File: src/rtl/vga_timing_gen.sv
// Raster timing generator: free-running h/v counters decoded into registered
// sync, display-enable, coordinate and frame/line marker outputs.
module vga_timing_gen #(
  parameter int H_ACTIVE = 640,
  parameter int H_FP     = 16,
  parameter int H_SYNC   = 96,
  parameter int H_BP     = 48,
  parameter int V_ACTIVE = 480,
  parameter int V_FP     = 10,
  parameter int V_SYNC   = 2,
  parameter int V_BP     = 33,
  parameter bit SYNC_POL = 1'b0,
  parameter int CW       = 10
) (
  input  logic          clk,
  input  logic          rst,
  output logic          hsync,
  output logic          vsync,
  output logic          de,
  output logic [CW-1:0] x,
  output logic [CW-1:0] y,
  output logic          sof,
  output logic          eol,
  output logic [15:0]   frame_cnt
);

  localparam int H_TOTAL = H_ACTIVE + H_FP + H_SYNC + H_BP;
  localparam int V_TOTAL = V_ACTIVE + V_FP + V_SYNC + V_BP;

  localparam logic [CW-1:0] H_LAST   = CW'(H_TOTAL - 1);
  localparam logic [CW-1:0] V_LAST   = CW'(V_TOTAL - 1);
  localparam logic [CW-1:0] H_ACT    = CW'(H_ACTIVE);
  localparam logic [CW-1:0] V_ACT    = CW'(V_ACTIVE);
  localparam logic [CW-1:0] HS_START = CW'(H_ACTIVE + H_FP);
  localparam logic [CW-1:0] HS_END   = CW'(H_ACTIVE + H_FP + H_SYNC);
  localparam logic [CW-1:0] VS_START = CW'(V_ACTIVE + V_FP);
  localparam logic [CW-1:0] VS_END   = CW'(V_ACTIVE + V_FP + V_SYNC);

  logic [CW-1:0] h_cnt_q, h_cnt_d;
  logic [CW-1:0] v_cnt_q, v_cnt_d;
  logic [15:0]   frame_cnt_q, frame_cnt_d;
  logic          h_wrap, v_wrap;

  logic          hsync_q, hsync_d;
  logic          vsync_q, vsync_d;
  logic          de_q, de_d;
  logic          sof_q, sof_d;
  logic          eol_q, eol_d;
  logic [CW-1:0] x_q, y_q;
  logic [15:0]   frame_out_q;

  always_comb begin
    h_wrap      = (h_cnt_q == H_LAST);
    v_wrap      = h_wrap && (v_cnt_q == V_LAST);
    h_cnt_d     = h_wrap ? '0 : h_cnt_q + 1'b1;
    v_cnt_d     = v_cnt_q;
    frame_cnt_d = frame_cnt_q;
    if (h_wrap) begin
      v_cnt_d = (v_cnt_q == V_LAST) ? '0 : v_cnt_q + 1'b1;
    end
    if (v_wrap) begin
      frame_cnt_d = frame_cnt_q + 16'd1;
    end
  end

  // Decode of the current counter state; registered below so every output
  // describes the same (h, v) one clock later.
  always_comb begin
    de_d    = (h_cnt_q < H_ACT) && (v_cnt_q < V_ACT);
    hsync_d = ((h_cnt_q >= HS_START) && (h_cnt_q < HS_END)) ? SYNC_POL : ~SYNC_POL;
    vsync_d = ((v_cnt_q >= VS_START) && (v_cnt_q < VS_END)) ? SYNC_POL : ~SYNC_POL;
    sof_d   = (h_cnt_q == '0) && (v_cnt_q == '0);
    eol_d   = h_wrap;
  end

  always_ff @(posedge clk) begin
    if (rst) begin
      h_cnt_q     <= '0;
      v_cnt_q     <= '0;
      frame_cnt_q <= '0;
      hsync_q     <= ~SYNC_POL;
      vsync_q     <= ~SYNC_POL;
      de_q        <= 1'b0;
      sof_q       <= 1'b0;
      eol_q       <= 1'b0;
      x_q         <= '0;
      y_q         <= '0;
      frame_out_q <= '0;
    end else begin
      h_cnt_q     <= h_cnt_d;
      v_cnt_q     <= v_cnt_d;
      frame_cnt_q <= frame_cnt_d;
      hsync_q     <= hsync_d;
      vsync_q     <= vsync_d;
      de_q        <= de_d;
      sof_q       <= sof_d;
      eol_q       <= eol_d;
      x_q         <= h_cnt_q;
      y_q         <= v_cnt_q;
      // Pre-increment value, so the count steps on the same output cycle as sof.
      frame_out_q <= frame_cnt_q;
    end
  end

  assign hsync     = hsync_q;
  assign vsync     = vsync_q;
  assign de        = de_q;
  assign x         = x_q;
  assign y         = y_q;
  assign sof       = sof_q;
  assign eol       = eol_q;
  assign frame_cnt = frame_out_q;

endmodule

File: config.mk
export PLATFORM = sky130hd
export DESIGN_NAME = vga_timing_gen
export DESIGN_NICKNAME = d
export VERILOG_FILES = /design/src/rtl/vga_timing_gen.sv
export SDC_FILE = /design/constraint.sdc
export NUM_CORES = 1
export LEC_CHECK = 0
export CORE_AREA = 5 5 102 85
export DETAILED_ROUTE_END_ITERATION = 12
export DIE_AREA = 0 0 107 90
export DONT_BUFFER_PORTS = 1
export GPL_TIMING_DRIVEN = 0
export HOLD_SLACK_MARGIN = 0.15
export PLACE_DENSITY_LB_ADDON = 0.25
export SETUP_SLACK_MARGIN = 0.05
export SLEW_MARGIN = 20
export SYNTH_ARGS = -nofsm -noshare
export SYNTH_HDL_FRONTEND = slang
export SYNTH_SLANG_ARGS = --single-unit
File: constraint.sdc
create_clock -name clk -period 3.7 [get_ports clk]
set_clock_uncertainty 0.05 [all_clocks]
set_input_delay 0.37 -clock clk [delete_from_list [all_inputs] [get_ports clk]]
set_output_delay 0.37 -clock clk [all_outputs]
set_load 0.05 [all_outputs]
==> summary.md <==
| Metric | Value |
|---|---|
| Crit-path max FO | 9 |
| Slew HR | about 52% |
| Largest area contributor in the netlist | dfxtp_1 |
| Worst setup EP type | register |
| Average cell area after synthesis | approximately 9.5 um^2 |
| 1st-pass router iterations | 6 |
| Core Box Area | about 0.0076 mm^2 |
| Std-Cell Rows | 29 |
| Worst path arrival time | about 2.8 ns |
| Setup Buffers After CTS | 0 |
| Worst slew pin tran | between 0.7 and 0.8 ns |
| Max-Cap Viols | 0 |
| Pwr Density | between 400 and 500 mW/mm^2 |
| Post-DP HPWL | between 4 and 5 mm |
| Yosys warns | 0 |
| Starting DRT DRC Count | 61 |
| Async S/R FF share, synth | 0% |
| Crit path time final | roughly 2.6 ns |
| Diodes inserted | 0 |
| Post-synthesis cell type count | 35 |
| Reg-to-Reg End | v_cnt_q[9] |
| DP Area | approximately 0.0030 mm^2 |
| Main synth FF type | dfxtp_1 |
| GRT Util Overall | 13.6% |
| Post-DR vias/cell | about 5.2 |
| Port bufs | 0 |
| CTS resizes | 0 |
| R2R Setup Slk | between 1 and 1.5 ns |
| Status | complete, no violations |
| Cells after synthesis | about 310 |
| Post-synth EDFFs | 0 |
| Final period util | 70.3% |
| Count leader, synth | dfxtp_1 |
| Grt total ovfl | 0 |
| RSZ-0062 raised after global routing | no |
| Final Setup Violations | 0 |
| Finished layout cell area | between 0.003 and 0.004 mm^2 |
| Min-delay worst type | in -> reg |
| Hold depth | 2 |
| Largest net degree at the start of global routing | 12 |
| Die Wd | ~110 um |
| Vias in the first global route | roughly 1.9k |
| Num CTS Buffers | 9 |
| # IOs | between 40 and 50 |
| Mapped Nets | ~310 |
| Clk sinks | slightly below 80 |
| DIE HEIGHT | ~90 um |
| First-pass GRT wire length | slightly above 10 mm |
| Skew-Pair Late Insertion Delay | ~0.35 ns |
| Nets | approximately 320 |
| Slew Limit Fails | 0 |
| CTS clk-pin slew, worst paths | 0.07 ns |
| Share of cells above drive strength 1 | under 10% |
| CTS max path bufs | 2 |
| Initial antenna violation count | 0 |
| DRT Wirelength | roughly 6.2 mm |
| Top post-synthesis cells by count | 77 x dfxtp_1, 32 x nor2b_1, 28 x nor2_1, 15 x a21oi_1, 14 x nand3_1 |
| Seq/Total Area, Yosys | 52.9% |
| H-tree Lvls | 3 |
| WS Path Type | reg -> reg |
| WHS Endpoint | v_cnt_q[9] |
| Worst VDD drop | about 0.00014 V |
| Setup TNS | 0 ns |
| Leak pwr | 0.00113 uW |
| Final Hold Fails | 0 |
| Final Core Density | 42.0% |
| Min-delay src | rst |
| Synth top area cells | dfxtp_1 53%, nor2b_1 6.9%, nor2_1 3.6% |
| RR Startpoint | h_cnt_q[4] |
| Area fraction of the dominant cell type after synthesis | a little over half |
| Post-detailed-route count of antenna-violating nets | 0 |
| Critical Path RT | 3.85 ns |
| Mapped cell area | approximately 0.0029 mm^2 |
| Drc violations | 0 |
| Synth-to-layout area growth | 10.0% |
| Worst reg-to-reg path cell count | 5 |
| Startpoint Class | register |
| Via count | approximately 2.2k |
| Initial Utilization | between 30% and 40% |
| CTS tree | built |
| Root Driver | clkbuf_8 |
| Wire per inst | 15.1 um |
| Die Area | ~0.0096 mm^2 |
| GP Congestion | around 0.84 |
| FF+latch count, synth | 77 |
| Achievable frequency | approximately 0.38 GHz |
worst max path at each step:
stage	startpoint	endpoint	slack, ns	cells after the start
after global placement	h_cnt_q[4]	v_cnt_q[9]	1.18	5
after detailed placement	h_cnt_q[4]	v_cnt_q[9]	1.13	5
after global routing	h_cnt_q[0]	v_cnt_q[9]	0.76	6
after CTS	h_cnt_q[4]	v_cnt_q[9]	1.11	5
final	h_cnt_q[4]	v_cnt_q[9]	1.10	5
after floorplan	h_cnt_q[4]	v_cnt_q[9]	1.71	5
area by class of cell:
cell class,instances,area [um^2]
Fill cell,752,4420
Sequential cell,77,1540
Multi-Input combinational cell,204,1270
Clock buffer,12,155
Tap cell,93,116
Buffer,16,65.1
Inverter,8,30.0
Clock inverter,2,10.0
Timing Repair Buffer,1,10.0
state kept, by name, summed over array words and instances, names as in the netlist:
signal       count
frame_cnt_q     16
sof              1
h_cnt_q         10
v_cnt_q         10
x               10
frame_cnt       16
y               10
hsync            1
de               1
eol              1
vsync            1
through the flow:
step                      power [uW]  std cells  setup slack, ns  hold WS, ns
after floorplan                  890        305             1.71        0.388
after detailed placement         901        398             1.13        0.408
after global placement           900        398             1.18        0.409
final                           1430        413             1.10        0.167
after global routing            1490        413            0.756        0.210
after CTS                       1440        413             1.11        0.157
layer usage:
metal / up-vias / GRT usage, % / part of all wire (%)
met1: 1012 / 19.2 / 51
met5: - / 0 / 0
met2: 52 / 18.6 / 42
met4: 0 / 4.79 / 0.96
met3: 7 / 5.37 / 6.0
li1: 1079 / - / -
timing repair:
action                                  in CTS  in global routing
hold endpoints to repair                     5                  0
hold buffers                                 1                  0
endpoints found under the setup margin       0                  0
critical path: stages (launching register included):
cell and delay (ns):
dfxtp_1 0.31, buf_4 0.15, nor3b_1 0.59, nand4_1 0.46
o21bai_1 0.71, o21ai_0 0.18
cell usage in the layout (no fill, tap or decap), types with 3 or more instances in the layout:
cell type / synthesis / layout
or3_1: 5 / 5
nand4_1: 10 / 10
xnor2_1: 5 / 5
and2_1: 3 / 3
and4_1: 3 / 3
clkbuf_8: 0 / 11
nor3_1: 7 / 7
nor2_1: 28 / 28
dfxtp_1: 77 / 77
nand2_1: 13 / 13
o21ai_0: 9 / 9
mux2_2: 5 / 5
xor2_1: 8 / 8
or4_1: 11 / 11
ha_1: 5 / 5
a21oi_1: 15 / 15
nor2b_1: 32 / 32
nor4_1: 4 / 4
and3_1: 6 / 6
o31ai_1: 8 / 8
clkbuf_1: 13 / 14
nand3_1: 14 / 14
inv_1: 8 / 8
report_power, final:
group / internal, uW / leakage, uW / switching [uW]
Combinational: 9.21 / 0.000416 / 21.3
Sequential: 835 / 0.000622 / 17.0
Clock: 271 / 0.0000881 / 279
cell families after synthesis:
family,after synthesis,share of synthesized area (%)
compound gates,33,6.45
simple gates,148,29.4
mux,5,1.93
flops,77,52.9
fa+ha+maj,5,2.15
buf+inv,24,3.27
xor+xnor,13,3.91
No activity file was read; power rests on OpenSTA's default activity.
